### src/rtl/nibble_serial_adder_ctrl.sv
// WIDTH-bit add/subtract sequencer that reuses one 4-bit ripple-carry slice,
// one nibble per clock (LSB nibble first), with a start/busy/done handshake.

module adder4 (
  input  logic       carryin,
  input  logic [3:0] x,
  input  logic [3:0] y,
  output logic [3:0] s,
  output logic       carryout
);
  logic c;

  // NOTE: combinational blocks give every output a default first, so no path leaves one unassigned (which would infer a latch).
  always_comb begin
    s = '0;
    c = carryin;
    for (int i = 0; i < 4; i++) begin
      s[i] = x[i] ^ y[i] ^ c;
      c    = (x[i] & y[i]) | (c & (x[i] ^ y[i]));
    end
    carryout = c;
  end
endmodule

module nibble_serial_adder_ctrl #(
  parameter int WIDTH = 16
) (
  input  logic             clk,
  input  logic             rst,
  input  logic             start,
  input  logic             sub,
  input  logic [WIDTH-1:0] a,
  input  logic [WIDTH-1:0] b,
  output logic             busy,
  output logic             done,
  output logic [WIDTH-1:0] sum,
  output logic             cout,
  output logic             ovf
);
  localparam int NIB = WIDTH / 4;
  localparam int IW  = (NIB > 1) ? $clog2(NIB) : 1;

  localparam logic [0:0] IDLE = 1'b0;
  localparam logic [0:0] RUN  = 1'b1;

  logic [0:0]       state;
  logic [IW-1:0]    idx;
  logic             carry;
  logic [WIDTH-1:0] op_a;
  logic [WIDTH-1:0] op_b;
  logic [WIDTH-1:0] work;
  logic [WIDTH-1:0] next_work;

  logic [3:0] slice_x;
  logic [3:0] slice_y;
  logic       slice_cin;
  logic [3:0] slice_s;
  logic       slice_cout;
  logic       last;

  adder4 u_slice (
    .carryin  (slice_cin),
    .x        (slice_x),
    .y        (slice_y),
    .s        (slice_s),
    .carryout (slice_cout)
  );

  // Slice inputs are tied to zero outside RUN so idle cycles stay X-free.
  always_comb begin
    slice_x   = '0;
    slice_y   = '0;
    slice_cin = 1'b0;
    next_work = work;
    if (state == RUN) begin
      slice_x   = op_a[4*idx +: 4];
      slice_y   = op_b[4*idx +: 4];
      slice_cin = carry;
      next_work[4*idx +: 4] = slice_s;
    end
  end

  assign last = (idx == IW'(NIB - 1));
  assign busy = (state == RUN);

  // NOTE: sequential state uses non-blocking assignments so every register samples pre-edge values.
  always_ff @(posedge clk) begin
    if (rst) begin
      state <= IDLE;
      idx   <= '0;
      carry <= 1'b0;
      op_a  <= '0;
      op_b  <= '0;
      work  <= '0;
      sum   <= '0;
      cout  <= 1'b0;
      ovf   <= 1'b0;
      done  <= 1'b0;
    end else begin
      done <= 1'b0;
      case (state)
        IDLE: begin
          if (start) begin
            op_a  <= a;
            op_b  <= sub ? ~b : b;
            carry <= sub;
            idx   <= '0;
            state <= RUN;
          end
        end
        RUN: begin
          work  <= next_work;
          carry <= slice_cout;
          idx   <= idx + 1'b1;
          if (last) begin
            // Subtraction reuses the add path: overflow compares signs of A and ~B.
            sum   <= next_work;
            cout  <= slice_cout;
            ovf   <= (op_a[WIDTH-1] == op_b[WIDTH-1]) & (slice_s[3] != op_a[WIDTH-1]);
            done  <= 1'b1;
            idx   <= '0;
            state <= IDLE;
          end
        end
        default: state <= IDLE;
      endcase
    end
  end
endmodule

### config.mk
export PLATFORM = sky130hd
export DESIGN_NAME = nibble_serial_adder_ctrl
export DESIGN_NICKNAME = d
export VERILOG_FILES = /design/src/rtl/nibble_serial_adder_ctrl.sv
export SDC_FILE = /design/constraint.sdc
export NUM_CORES = 1
export LEC_CHECK = 0
export CAP_MARGIN = 40
export CORE_MARGIN = 2
export CORE_UTILIZATION = 46
export CTS_CLUSTER_DIAMETER = 60
export DETAILED_ROUTE_END_ITERATION = 8
export HOLD_SLACK_MARGIN = 0.03
export PLACE_DENSITY = 0.83
export SETUP_SLACK_MARGIN = 0.1
export SLEW_MARGIN = 20
export SYNTH_ARGS = -nofsm -noshare
export SYNTH_HDL_FRONTEND = slang
export SYNTH_SLANG_ARGS = --single-unit
### constraint.sdc
create_clock -name clk -period 3.3 [get_ports clk]
set_clock_uncertainty 0.2 [all_clocks]
set_input_delay 0.66 -clock clk [delete_from_list [all_inputs] [get_ports clk]]
set_output_delay 0.66 -clock clk [all_outputs]
set_load 0.01 [all_outputs]
# Yosys cells after proc, flatten, opt, wreduce, memory -nomap -nowiden
# Cells that the tools add are included.
# classes
bitwise_logic	23
n_reduce_logical	3
n_addsub	2
shift	4
eq_ne	4
muxes	14
# ops
cell	count
$neg A4 Y34	1
$shift A4 B34 Y16 const A	1
$shiftx A4 B34 Y16	1
$shiftx A16 B5 Y4	2
$bwmux W16	1
$mux W16	1
$not A16 Y16	1
$and A1 B1 Y1	9
$mux W4	2
$xor A1 B1 Y1	8
$mux W1	5
$mux W2	2
$or A1 B1 Y1	4
$pmux W1 S2	2
$pmux W2 S2	1
$reduce_and A2 Y1	2
$add A2 B1 Y2 const B	1
$eq A2 B2 Y1 const B	1
$ne A2 B2 Y1 const B	1
$reduce_or A2 Y1	1
$eq A1 B1 Y1	1
$ne A1 B1 Y1	1
$not A1 Y1	1
# word_totals
wordCells	60
register_bits	71

# Longest topological paths before layout
# depth
word_depth	12
ltp_mapped	13
depth_no_buf	11

# Hierarchy
# Synthesis repeated with hierarchy kept, for this count alone.
# unflattened
hier_cells	337
area_unflattened_um2	3248.1
# modules_own_cells
mod	area_per_inst_um2	instances	cells_each	seq_area_each_um2
nibble_serial_adder_ctrl	3130.5	1	323	1421.4
adder4	117.6	1	14	0.0

# Worst setup path after synthesis
# OpenSTA, ideal clock, no wires.
# synth_path
kind	register to register
start	reg idx[0]
end	reg ovf
setup_slack_ps	-157
t_arrival_ps	3140
stages_incl_launch_ff	13
setup_time_ps	117
required_time_ps	2983
path_buffers	2
cell_sequence	dfxtp_1 > buf_6 > mux4_2 > and2_1 > fa_1 > inv_1 > fa_1 > fa_1 > inv_1 > fa_1 > clkbuf_1 > o22ai_1 > a22o_1
# synth_via
elab_chain_cells	12
word_cells_on_any_way	22
classes_between	eq/ne: 2; shift: 2; mux: 2; bitwise: 15; reduce/logical: 1
# synth_lines
element	line	source
start, declared	47	logic [IW-1:0] idx;
start signal, assigned	114	idx <= idx + 1'b1;
$shiftx A16 B5 Y4 (on tied branches)	76, 77	
$mux W4	75	if (state == RUN) begin
$xor A1 B1 Y1	19	c = (x[i] & y[i]) | (c & (x[i] ^ y[i]));
$and A1 B1 Y1	19	
$or A1 B1 Y1	19	
$and A1 B1 Y1	19	
$or A1 B1 Y1	19	
$and A1 B1 Y1	19	
$or A1 B1 Y1	19	
$xor A1 B1 Y1	18	s[i] = x[i] ^ y[i] ^ c;
$ne A1 B1 Y1	119	ovf <= (op_a[WIDTH-1] == op_b[WIDTH-1]) & (slice_s[3] != op_a[WIDTH-1]);
$and A1 B1 Y1	119	
end signal, assigned	119	
end, declared	38	output logic ovf
# Several ways; a longest one is shown, not always the timed one.
# A chain may end at the register's enable or synchronous reset.

# Worst setup path in the final report
# layout_path
start	reg idx[0]
end	reg sum[7]
# layout_via
elab_chain_cells	12
word_cells_on_any_way	27
classes_between	add/sub: 1; eq/ne: 1; shift: 4; mux: 3; bitwise: 17; reduce/logical: 1
# layout_lines
element	line	source
$shiftx A16 B5 Y4 (on tied branches)	76, 77	
$mux W4	75	
$xor A1 B1 Y1	18, 19	
$and A1 B1 Y1	19	
$or A1 B1 Y1	19	
$and A1 B1 Y1	19	
$or A1 B1 Y1	19	
$and A1 B1 Y1	19	
$or A1 B1 Y1	19	
$xor A1 B1 Y1	18	
$shiftx A4 B34 Y16	79	next_work[4*idx +: 4] = slice_s;
$bwmux W16	79	
end signal, assigned	117	sum <= next_work;
end, declared	36	output logic [WIDTH-1:0] sum,
# Several ways; a longest one is shown, not always the timed one.

==> impl_summary.txt <==
----------------------------------------------------
[Clocking]
  Sink count of the clock tree ... 71
  H-Tree Depth ... 3
  Root buf cell ... clkbuf_8
  Maximum clock insertion buffer count ... 2
  Number of hold buffers added after CTS ... 0
  Num CTS Buffers ... 9
  CTS clk-pin slew, worst paths ... 0.08 ns
  TritonCTS clock tree ... built
  Clk_lat worst skew ... 0.35 ns

[Drt]
  Routed vias ... 2,609
  Number of optimization iterations in the first detailed-route pass ... 4
  Final antenna-violating net count ... 0
  # DRC ... 0
  WL per Instance ... around 14 µm
  Average via count per standard cell ... 5.292
  Final WL ... 6980 µm
  Drt initial violations ... 130

[Setup path]
  Arrival time reported for the critical path endpoint ... 3.17 ns
  Critical Path Max Stage Delay ... approximately 0.5 ns
  Category of the worst setup path capture point ... flip-flop
  Reg-to-Reg Start ... idx[0]
  Cell with the most instances on the worst path ... fa_2
  Critical path required time ... roughly 3.3 ns
  End of the critical path ... sum[7]
  CP max-delay cell ... mux4_2
  Maximum fanout encountered on the critical timing path ... 5
  Ordered list of cells on the worst path ... mux4_2 > and2_4 > fa_2 > inv_2 > fa_2 > fa_2 > inv_2 > fa_2 > and3_1 > a221o_1
  Critical path startpoint category ... flip-flop
  Register-to-register setup slack ... 0.17 ns
  Endpoint of the worst register-to-register path ... sum[7]
  Critical path depth ... 10
  Family with the most delay on the worst path ... adder cells
  Classification of the worst setup path ... reg -> reg
  Buf/Inv on CP ... 2
  Worst R2R Path Depth ... 10
  Launch point of the worst path ... idx[0]

[Global route]
  Maximum number of pins on one net before global-route repair ... 47
  Via count of the first global-routing pass ... 2,464
  Global Route Usage Sum ... 19.79%
  Number of antenna violations at the first check in global routing ... 0
  Residual overflow from global routing ... 0
  First-pass GRT wire length ... 11,590 µm

[Synth]
  Post-Synth Adder-Cell Area ... 4.817%
  Synth Instances ... roughly 340
  Fraction of the mapped netlist area in compound gates ... 16.47%
  Sequential cell area fraction in the yosys report ... 44.13%
  Synth unique cells ... 34
  Xor and xnor fraction of the mapped netlist area ... 4.351%
  Fraction of synthesized area in multiplexers ... 6.255%
  Post-synthesis simple-gate area fraction ... 18.38%
  Synthesized cell area ... roughly 3200 µm²
  Number of synthesis warnings ... 0
  Synthesized Nets ... roughly 390
  Post-synthesis register bit count ... 71
  Dominant combinational cell family by area after synthesis ... simple AND/OR/NAND/NOR gates
  Post-synthesis area per instance ... 9.500 µm²

[Power]
  Power per standard cell area ... 453.8 nW/µm²
  Peak ir drop on the vdd network ... ~260 µV
  Total leakage power ... roughly 0.0015 µW
  Overall power of the completed layout ... 1849 µW

[Min path]
  Type of the tightest min-delay check ... reg -> reg

[Run status]
  Run status ... finished clean

[Job]
  Count of maximum capacitance violations ... 0

[Finish]
  Most frequent cells in the layout ... dfxtp_1, nand2_1, clkdlybuf4s50_1
  Final Cell Area ... 4075 µm²
  Post-synthesis to final-layout area growth ... 26.53%
  Number of standard cells in the final layout excluding fillers ... just under 500
  Antenna diode count ... 0
  Most common cell after layout, fill and taps aside ... dfxtp_1
  Fraction of layout instances using a drive strength above 1 ... approximately 15%
  Fin nets ... 438
  Filler cell count ... 599

[Timing]
  Final hold violations ... 0
  Fin crit share ... 94.99%
  Setup ws final ... roughly 0.17 ns
  Upper clock frequency limit ... 319.0 MHz
  Setup repair after global routing missed its margin ... yes
  Tightest slew margin relative to the limit ... around three fifths
  Setup total negative slack ... 0 ns
  Final setup violation count ... 0
  Transition at the pin with the smallest max-transition slack ... 0.5873 ns
  Final min period ... 3.135 ns
  Max-slew violation total from the final report ... 0

[Placement]
  Placed instance area ... 3846 µm²
  Inst Count DP ... 475
  Placement Setup Slack ... between 0.07 and 0.08 ns
  Hpwl dp ... 5008 µm
  Count of buffers inserted at the top-level ports ... 55
  Final GP Congestion ... 0.7746

[Floorplanning]
  Width of the chip ... slightly below 90 µm
  Total Die Area ... slightly below 8000 µm²
  Initial core utilization ... 47.40%
  Core Footprint ... 6794 µm²
  Row count ... 30
  Top-Level Pins ... 56
  Die Span Y ... 87.68 µm

----------------------------------------------------
==> final cells by class <==
type / count / area [µm²] / share of cell area [%]
multi-input combinational: 235 / 1637 / 40.16
sequential: 71 / 1425 / 34.97
clock inverter: 6 / 67.56 / 1.658
inverter: 4 / 15.01 / 0.3684
tap: 96 / 120.1 / 2.947
timing repair buffer: 71 / 673.1 / 16.52
clock buffer: 10 / 137.6 / 3.377
==> stage by stage <==
step	hold WS, ns	util (%)
final	0.2372	59.98
after CTS	0.2399	59.67
after global routing	0.2629	59.98
after global placement	0.2233	56.45
after floorplan	0.2163	-
after detailed placement	0.2283	56.61
==> metal layers <==
metal,track usage (%),vias to the layer above,share of wire [%]
li1,-,1304,-
met1,24.76,1213,44
met2,32.37,81,48
met3,6.221,11,6.0
met4,6.853,0,1.6
met5,0,-,0
==> kinds of logic (layout without fill, tap and decap cells) <==
| logic type | count (synthesis) | in the layout |
|---|---|---|
| AND/OR/NAND/NOR | 126 | 126 |
| AO/OA/AOI/OAI | 73 | 73 |
| flip-flops | 71 | 71 |
| buffers and inverters | 33 | 91 |
| XOR/XNOR | 16 | 16 |
| adder cells (fa/ha/maj) | 10 | 10 |
| multiplexers | 10 | 10 |
==> flip-flops by register name, summed over array words and instances (netlist names), 2 cells and up <==
signal	count
idx	2
work	16
op_a	16
sum	16
op_b	16
==> synthesized netlist by cell type <==
cell type,n,area [µm²]
a22oi_1,14,105.1
ha_1,6,75.07
nor3b_1,2,15.01
buf_6,4,45.04
mux4_2,8,180.2
a21oi_1,18,90.09
and3b_4,1,12.51
clkbuf_1,10,37.54
xnor2_1,16,140.1
a211oi_1,16,120.1
dfxtp_1,71,1421
nor2b_1,3,18.77
nor4bb_1,3,30.03
and4bb_2,5,62.56
and2b_1,1,7.510
buf_4,3,22.52
mux2i_1,1,10.01
nand2_1,65,244.0
o22ai_1,1,6.260
mux2_2,1,11.26
a21o_1,2,15.01
a21oi_2,1,8.760
and2_1,5,31.28
buf_2,12,60.06
and3_1,2,12.51
and4b_1,1,10.01
a32oi_1,14,122.6
a221o_1,2,20.02
nor2_1,36,135.1
nand2b_1,2,12.51
fa_1,4,80.08
a22o_1,4,35.03
inv_1,4,15.01
o21a_1,1,7.510
==> power breakdown <==
part	leakage (µW)	switching [µW]	internal, µW
combinational	0.000855	112	120
sequential	0.000579	20.0	888
clock	0.0000993	336	373
==> repair_timing <==
item,4_1_cts,5_1_grt
gates cloned,0,0
gates resized for setup,1,3
pin swaps,0,3
setup endpoints to repair,6,7
buffers inserted,0,2
==> how the worst min path moves through the flow <==
| stage | start | endpoint | slack (ns) | depth (start not counted) |
|---|---|---|---|---|
| floorplan | work[15] | sum[15] | 0.22 | 2 |
| global placement | sum[9] | sum[9] | 0.22 | 2 |
| detailed placement | work[15] | sum[15] | 0.23 | 2 |
| CTS | sum[2] | sum[2] | 0.24 | 2 |
| global route | sum[1] | sum[1] | 0.26 | 2 |
| finish | sum[2] | sum[2] | 0.24 | 2 |
==> worst reg2reg max path: stages (launching register included) <==
cell and delay [ns]:
dfxtp_4 0.37, mux4_2 0.49, and2_4 0.17, fa_2 0.38, inv_2 0.07, fa_2 0.20
fa_2 0.19, inv_2 0.04, fa_2 0.49, and3_1 0.17, a221o_1 0.25
Note: power is estimated with default switching activity, not from simulation.
